$ cat config.mk
export PLATFORM = sky130hd
export DESIGN_NAME = cmplx_frac_mult_flat
export DESIGN_NICKNAME = d
export VERILOG_FILES = /design/src/rtl/cmplx_frac_mult_pkg.sv /design/src/rtl/cmplx_frac_mult_if.sv /design/src/rtl/cmplx_frac_mult_round_sat.sv /design/src/rtl/cmplx_frac_mult.sv /design/src/flat_wrapper.sv
export SDC_FILE = /design/constraint.sdc
export NUM_CORES = 2
export LEC_CHECK = 0
export ABC_AREA = 1
export BUFFER_PORTS_ARGS = -buffer_cell sky130_fd_sc_hd__clkbuf_2
export CELL_PAD_IN_SITES_DETAIL_PLACEMENT = 0
export CELL_PAD_IN_SITES_GLOBAL_PLACEMENT = 1
export CORE_AREA = 2 2 317 397
export CTS_CLUSTER_DIAMETER = 30
export DETAILED_ROUTE_END_ITERATION = 8
export DIE_AREA = 0 0 319 399
export PLACE_DENSITY = 0.46
export REMOVE_ABC_BUFFERS = 1
export SLEW_MARGIN = 10
export SYNTH_ARGS = -nofsm -noshare
export SYNTH_HDL_FRONTEND = slang
export SYNTH_SLANG_ARGS = --single-unit
$ cat constraint.sdc
create_clock -name clk -period 15.3 [get_ports clk]
set_input_delay 0.765 -clock clk [delete_from_list [all_inputs] [get_ports clk]]
set_output_delay 0.765 -clock clk [all_outputs]
set_load 0.1 [all_outputs]
$ cat src/rtl/cmplx_frac_mult_pkg.sv
// Shared constants and helpers for the FFT twiddle multiplier datapath.
// Holds the default Q-format widths, the rounding-mode codes and the saturation limits.
package fft_pkg;

    localparam int DW_DEF = 17;
    localparam int TW_DEF = 8;

    localparam int ROUND_TRUNC   = 0;
    localparam int ROUND_HALF_UP = 1;

    function automatic longint sat_max(input int w);
        return (longint'(1) <<< (w - 1)) - 1;
    endfunction

    function automatic longint sat_min(input int w);
        return -(longint'(1) <<< (w - 1));
    endfunction

endpackage

$ cat src/rtl/cmplx_frac_mult_if.sv
// Valid/ready streaming bundle between the twiddle ROM, the multiplier and the butterfly.
// The master side drives samples and consumes results; the slave side is the multiplier.
interface cmplx_frac_mult_if #(
    parameter int DW = fft_pkg::DW_DEF,
    parameter int TW = fft_pkg::TW_DEF
);
    logic                 in_valid;
    logic                 in_ready;
    logic signed [DW-1:0] in_re;
    logic signed [DW-1:0] in_im;
    logic signed [TW-1:0] tw_re;
    logic signed [TW-1:0] tw_im;
    logic                 conj;
    logic                 out_valid;
    logic                 out_ready;
    logic signed [DW-1:0] out_re;
    logic signed [DW-1:0] out_im;
    logic [1:0]           out_sat;
    logic                 ovf_sticky;
    logic                 clr_ovf;

    modport master (
        output in_valid, in_re, in_im, tw_re, tw_im, conj, out_ready, clr_ovf,
        input  in_ready, out_valid, out_re, out_im, out_sat, ovf_sticky
    );

    modport slave (
        input  in_valid, in_re, in_im, tw_re, tw_im, conj, out_ready, clr_ovf,
        output in_ready, out_valid, out_re, out_im, out_sat, ovf_sticky
    );
endinterface

$ cat src/rtl/cmplx_frac_mult_round_sat.sv
// Scales a full-precision product sum back to sample width: optional half-up rounding,
// arithmetic right shift, then clamp to the signed DW range with a saturation flag.
module frac_round_sat
    import fft_pkg::*;
#(
    parameter int IW    = 27,
    parameter int SHIFT = 7,
    parameter int ROUND = ROUND_HALF_UP,
    parameter int DW    = DW_DEF
) (
    input  logic signed [IW-1:0] din,
    output logic signed [DW-1:0] dout,
    output logic                 sat
);
    localparam logic signed [IW-1:0] MAXV = IW'(sat_max(DW));
    localparam logic signed [IW-1:0] MINV = IW'(sat_min(DW));
    localparam logic signed [IW-1:0] RND  = IW'(longint'(1) <<< (SHIFT - 1));

    function automatic logic signed [IW-1:0] round_shift(input logic signed [IW-1:0] x);
        if (ROUND != ROUND_TRUNC) return (x + RND) >>> SHIFT;
        return x >>> SHIFT;
    endfunction

    // Comparison runs at full width so every upper bit takes part in overflow detection.
    function automatic logic [DW:0] saturate(input logic signed [IW-1:0] x);
        if (x > MAXV) return {1'b1, MAXV[DW-1:0]};
        if (x < MINV) return {1'b1, MINV[DW-1:0]};
        return {1'b0, x[DW-1:0]};
    endfunction

    always_comb begin
        {sat, dout} = saturate(round_shift(din));
    end
endmodule

$ cat src/rtl/cmplx_frac_mult.sv
// Three-stage complex twiddle multiplier with conjugation, rounding and saturation.
// Each stage holds a valid bit and loads whenever it is empty or draining forward.
module cmplx_frac_mult
    import fft_pkg::*;
#(
    parameter int DW    = DW_DEF,
    parameter int TW    = TW_DEF,
    parameter int ROUND = ROUND_HALF_UP
) (
    input  logic              clk,
    input  logic              rst,
    cmplx_frac_mult_if.slave  bus
);
    localparam int PW = DW + TW + 1;
    localparam int SW = DW + TW + 2;

    logic vld_p0, vld_p1, vld_p2;
    logic en_p0, en_p1, en_p2;

    assign en_p2        = ~vld_p2 | bus.out_ready;
    assign en_p1        = ~vld_p1 | en_p2;
    assign en_p0        = ~vld_p0 | en_p1;
    assign bus.in_ready = en_p0;
    assign bus.out_valid = vld_p2;

    // Widening before negation keeps conj(-1.0) representable as +1.0.
    logic signed [TW:0] twi_ext, twi_adj;
    assign twi_ext = {bus.tw_im[TW-1], bus.tw_im};
    assign twi_adj = bus.conj ? -twi_ext : twi_ext;

    // S1: input register
    logic signed [DW-1:0] re_p0, im_p0;
    logic signed [TW-1:0] twr_p0;
    logic signed [TW:0]   twi_p0;

    always_ff @(posedge clk) begin
        if (en_p0 && bus.in_valid) begin
            re_p0  <= bus.in_re;
            im_p0  <= bus.in_im;
            twr_p0 <= bus.tw_re;
            twi_p0 <= twi_adj;
        end
    end

    // S2: four partial products
    logic signed [PW-1:0] rr_p1, ii_p1, ri_p1, ir_p1;

    always_ff @(posedge clk) begin
        if (en_p1 && vld_p0) begin
            rr_p1 <= PW'(re_p0) * PW'(twr_p0);
            ii_p1 <= PW'(im_p0) * PW'(twi_p0);
            ri_p1 <= PW'(re_p0) * PW'(twi_p0);
            ir_p1 <= PW'(im_p0) * PW'(twr_p0);
        end
    end

    // S3: add/sub, scale, saturate, output register
    logic signed [SW-1:0] sum_re, sum_im;
    logic signed [DW-1:0] rs_re, rs_im;
    logic                 sat_re, sat_im;

    assign sum_re = SW'(rr_p1) - SW'(ii_p1);
    assign sum_im = SW'(ri_p1) + SW'(ir_p1);

    frac_round_sat #(.IW(SW), .SHIFT(TW - 1), .ROUND(ROUND), .DW(DW)) u_rs_re (
        .din  (sum_re),
        .dout (rs_re),
        .sat  (sat_re)
    );

    frac_round_sat #(.IW(SW), .SHIFT(TW - 1), .ROUND(ROUND), .DW(DW)) u_rs_im (
        .din  (sum_im),
        .dout (rs_im),
        .sat  (sat_im)
    );

    always_ff @(posedge clk or posedge rst) begin
        if (rst) begin
            vld_p0         <= 1'b0;
            vld_p1         <= 1'b0;
            vld_p2         <= 1'b0;
            bus.out_re     <= '0;
            bus.out_im     <= '0;
            bus.out_sat    <= '0;
            bus.ovf_sticky <= 1'b0;
        end else begin
            if (en_p0) vld_p0 <= bus.in_valid;
            if (en_p1) vld_p1 <= vld_p0;
            if (en_p2) vld_p2 <= vld_p1;
            if (en_p2 && vld_p1) begin
                bus.out_re  <= rs_re;
                bus.out_im  <= rs_im;
                bus.out_sat <= {sat_im, sat_re};
            end
            if (bus.clr_ovf)
                bus.ovf_sticky <= 1'b0;
            else if (vld_p2 && bus.out_ready && (|bus.out_sat))
                bus.ovf_sticky <= 1'b1;
        end
    end
endmodule

$ cat src/flat_wrapper.sv
// flat-port wrapper written by rule: the top's interface ports become plain ports
module cmplx_frac_mult_flat import fft_pkg::*;
#(
    parameter int DW    = DW_DEF,
    parameter int TW    = TW_DEF,
    parameter int ROUND = ROUND_HALF_UP
)
  (clk, rst, bus_in_valid, bus_in_re, bus_in_im, bus_tw_re, bus_tw_im, bus_conj, bus_out_ready, bus_clr_ovf, bus_in_ready, bus_out_valid, bus_out_re, bus_out_im, bus_out_sat, bus_ovf_sticky);
  cmplx_frac_mult_if #(.DW(DW), .TW(TW)) bus_i ();
  input  logic clk;
  input  logic rst;
  input wire logic [$bits(bus_i.in_valid)-1:0] bus_in_valid;
  input wire logic [$bits(bus_i.in_re)-1:0] bus_in_re;
  input wire logic [$bits(bus_i.in_im)-1:0] bus_in_im;
  input wire logic [$bits(bus_i.tw_re)-1:0] bus_tw_re;
  input wire logic [$bits(bus_i.tw_im)-1:0] bus_tw_im;
  input wire logic [$bits(bus_i.conj)-1:0] bus_conj;
  input wire logic [$bits(bus_i.out_ready)-1:0] bus_out_ready;
  input wire logic [$bits(bus_i.clr_ovf)-1:0] bus_clr_ovf;
  output wire logic [$bits(bus_i.in_ready)-1:0] bus_in_ready;
  output wire logic [$bits(bus_i.out_valid)-1:0] bus_out_valid;
  output wire logic [$bits(bus_i.out_re)-1:0] bus_out_re;
  output wire logic [$bits(bus_i.out_im)-1:0] bus_out_im;
  output wire logic [$bits(bus_i.out_sat)-1:0] bus_out_sat;
  output wire logic [$bits(bus_i.ovf_sticky)-1:0] bus_ovf_sticky;
  assign bus_i.in_valid = bus_in_valid;
  assign bus_i.in_re = bus_in_re;
  assign bus_i.in_im = bus_in_im;
  assign bus_i.tw_re = bus_tw_re;
  assign bus_i.tw_im = bus_tw_im;
  assign bus_i.conj = bus_conj;
  assign bus_i.out_ready = bus_out_ready;
  assign bus_i.clr_ovf = bus_clr_ovf;
  assign bus_in_ready = bus_i.in_ready;
  assign bus_out_valid = bus_i.out_valid;
  assign bus_out_re = bus_i.out_re;
  assign bus_out_im = bus_i.out_im;
  assign bus_out_sat = bus_i.out_sat;
  assign bus_ovf_sticky = bus_i.ovf_sticky;
  cmplx_frac_mult #(.DW(DW), .TW(TW), .ROUND(ROUND)) u_core (.clk(clk), .rst(rst), .bus(bus_i));
endmodule
==> run_results.csv <==
group,metric,value,unit
run_status,status,"finished clean",
clocking,clk_latency,550,ps
sta,min_period_over_period,38.9,%
detailed_routing,first_pass_iters,5,
critical_path,cp-end-kind,"flip-flop",
critical_path,required,15580,ps
sta,fmax,168,MHz
layout,syn2layout_area_growth,9.30,%
clocking,cts_inserted_buffers,17,
synth,synth_cells,3741,
die,die_area,127000,um2
grt,antenna_found_initial,3,
detailed_routing,viasPerCell,4.16,
layout,fin_nets,4584,
sta,rsz0062_at_grt,"false",
place,routabilityCongestion,0.782,
clocking,path_clk_slew,80,ps
sta,max-slew-margin-rel,35.4,%
detailed_routing,drt_iter0_drc,1054,
clocking,cts.sinks,193,
synth,ys_types,44,
clocking,ctsLongestPathBuffers,2,
die,core,123000,um2
clocking,cts-root-buf,"clkbuf_16",
die,die_height,399,um
critical_path,crit_path_frequent_cell,"fa_1",
detailed_routing,ant_nets,0,
detailed_routing,wl_per_cell,16.4,um
critical_path,critical_path.slowest_cell,"edfxtp_1",
synth,avgSynthCellArea,8.21,um2
clocking,post_cts_buffers,0,
grt,grt_max_degree,53,
critical_path,worst-path-max-fanout,17,
critical_path,critPathKind,"reg -> reg",
die,rows,144,
grt,grt_pass1_vias,23600,
layout,drive_above_1_share,5.78,%
synth,ys_seq_area_share,18.2,%
grt,grt_usage,14.5,%
die,start_util,24.9,%
clocking,cts-resized-gates,0,
sta,skew,17.9,ps
place,dp_hpwl,69300,um
die,die_x,319,um
critical_path,critPathTopFamily,"adder cells",
hold_path,min_path_type,"in -> reg",
clocking,cts_tree,"done",
sta,worstMarginPinSlew,969,ps
grt,grt_overflow,0,
detailed_routing,drcViolationCount,0,
critical_path,path_cells,"nand2_1 -> fa_1 -> inv_1 -> fa_1 -> fa_1 -> inv_1 -> fa_1 -> inv_1 -> ha_1 -> ha_1 -> nand2_1 -> nor4_1 -> nand4_1 -> nand3_1 -> a31oi_1 -> xor2_1",
synth,synth-seq-cells,193,
sta,setup_viol,0,
critical_path,cp.arrival,6230,ps
sta,finalSetupTns,0,ps
detailed_routing,routed-via-count,22400,
layout,num_antenna_cells,0,
detailed_routing,wirelength,88000,um
sta,setup_slack,9350,ps
synth,yosysWarnings,0,
run,drv_cap,0,
grt,grt_pass1_wl,141000,um
synth,netlist_area,30700,um2
clocking,htreeDepth,4,
sta,min_period,5950,ps
sta,drv_slew,0,
place,port-buffer-count,94,
critical_path,start_kind,"flip-flop",
clocking,ctsHoldBuffers,0,
critical_path,cp_slowest_stage_delay,770,ps
critical_path,cp_num_buf_inv,3,
layout,utilization,27.2,%
die,ioPinCount,95,
place,post-place-ws,9370,ps
sta,hold_violations,0,
==> worst register-to-register path, cell delays in order (launching register included) <==
cell      delay (ps)
edfxtp_1         770
nand2_1          260
fa_1             690
inv_1            140
fa_1             480
fa_1             550
inv_1             50
fa_1             470
inv_1             40
ha_1             270
ha_1             370
nand2_1          150
nor4_1           650
nand4_1          260
nand3_1          270
a31oi_1          130
xor2_1           160
==> kinds of logic (layout without fill, tap and decap cells) <==
family                     count (synthesis)  count (layout)  share of synthesized area (%)
and+or+nand+nor                         1212            1212                           15.7
xor gates and xnor gates                 139             139                           3.96
AOI/OAI and AO/OA                        277             277                           5.13
adders and majority gates                771             771                           42.9
buffers and inverters                   1149            1178                           14.1
DFF                                      193             193                           18.2
==> area by class of cell <==
type	instances	area (um2)
Multi-Input combinational cell	2399	20800
Sequential cell	193	5600
Fill cell	13600	89700
Tap cell	1606	2010
Inverter	1007	3780
Timing Repair Buffer	139	808
Clock inverter	11	116
Clock buffer	21	482
==> flip-flops by register name, summed over array words and instances, names as in the netlist, 2 cells and up <==
register / cells
u_core.ri_p1: 26
u_core.bus.out_im: 17
u_core.ii_p1: 26
u_core.bus.out_sat: 2
u_core.twi_p0: 9
u_core.re_p0: 17
u_core.bus.out_re: 17
u_core.twr_p0: 8
u_core.im_p0: 17
u_core.rr_p1: 25
u_core.ir_p1: 25
==> metal layers <==
| layer | routed length, um | global-route usage, % | vias up |
|---|---|---|---|
| met4 | 1100 | 3.17 | 2 |
| met3 | 2280 | 1.78 | 36 |
| met2 | 40800 | 23.6 | 243 |
| li1 | - | - | 11100 |
| met5 | 10 | 0 | - |
| met1 | 43800 | 20.6 | 11000 |
==> metrics by stage <==
step                      cells  hold WS (ps)  instance area, um2
final                      5376           356               33600
after global routing       5376           327               33600
after CTS                  5376           291               33600
after detailed placement   5344           469               33000
after global placement     5344           460               33000
after floorplan            3599           448               30200
==> layout by cell type (no fill, tap or decap), types with 4 or more instances in the layout <==
master / instances
a21o_1: 12
a21oi_1: 148
a21oi_2: 10
a31oi_1: 14
buf_4: 45
clkbuf_16: 18
clkbuf_2: 94
dfrtp_1: 40
edfxtp_1: 153
fa_1: 470
ha_1: 301
inv_1: 1000
inv_2: 4
inv_6: 4
nand2_1: 898
nand2_2: 16
nand3_1: 61
nand4_1: 18
nor2_1: 185
nor3_1: 12
o211ai_1: 4
o21a_1: 4
o21ai_0: 54
o21ai_1: 7
o21bai_1: 11
or2_2: 7
xnor2_1: 55
xor2_1: 84
==> synth_stat cells, drive strengths merged <==
cell type | instances | area, um2
o21a | 4 | 30.0
o21ai | 61 | 305
o211ai | 4 | 30.0
o221ai | 2 | 17.5
nor2 | 188 | 718
o21bai | 11 | 82.6
nand2 | 915 | 3480
dfrtp | 40 | 1000
clkbuf | 138 | 518
a31oi | 14 | 87.6
xnor2 | 55 | 482
o311ai | 2 | 17.5
ha | 301 | 3770
or2 | 7 | 43.8
a21o | 12 | 90.1
edfxtp | 153 | 4590
a21oi | 160 | 861
nand3b | 2 | 15.0
o31ai | 3 | 22.5
and3 | 1 | 6.26
fa | 470 | 9410
xor2 | 84 | 736
nor4 | 4 | 31.3
nand3 | 63 | 325
nand4 | 18 | 113
inv | 1006 | 3780
buf | 4 | 45.0
a221oi | 1 | 8.76
a21boi | 2 | 15.0
and2 | 1 | 6.26
clkinv | 1 | 3.75
a211oi | 1 | 7.51
nor3 | 13 | 70.1
==> worst paths after layout <==
kind | start | to | slack, ps | cells after the start
worst min-delay path | bus_clr_ovf | u_core.bus.ovf_sticky | 360 | 2
worst min register to register | u_core.vld_p1 | u_core.bus.out_valid | 490 | 2
worst max-delay path | u_core.im_p0[16] | u_core.ii_p1[25] | 9350 | 16
worst max register to register | u_core.im_p0[16] | u_core.ii_p1[25] | 9350 | 16
max in group asynchronous | rst | u_core.bus.out_re[12] | 14450 | 3
min in group asynchronous | rst | u_core.bus.ovf_sticky | 370 | 3
Power is left out: the tool's default activity adds up to more than one toggle a clock period on the data nets, which glitch-free logic cannot reach.
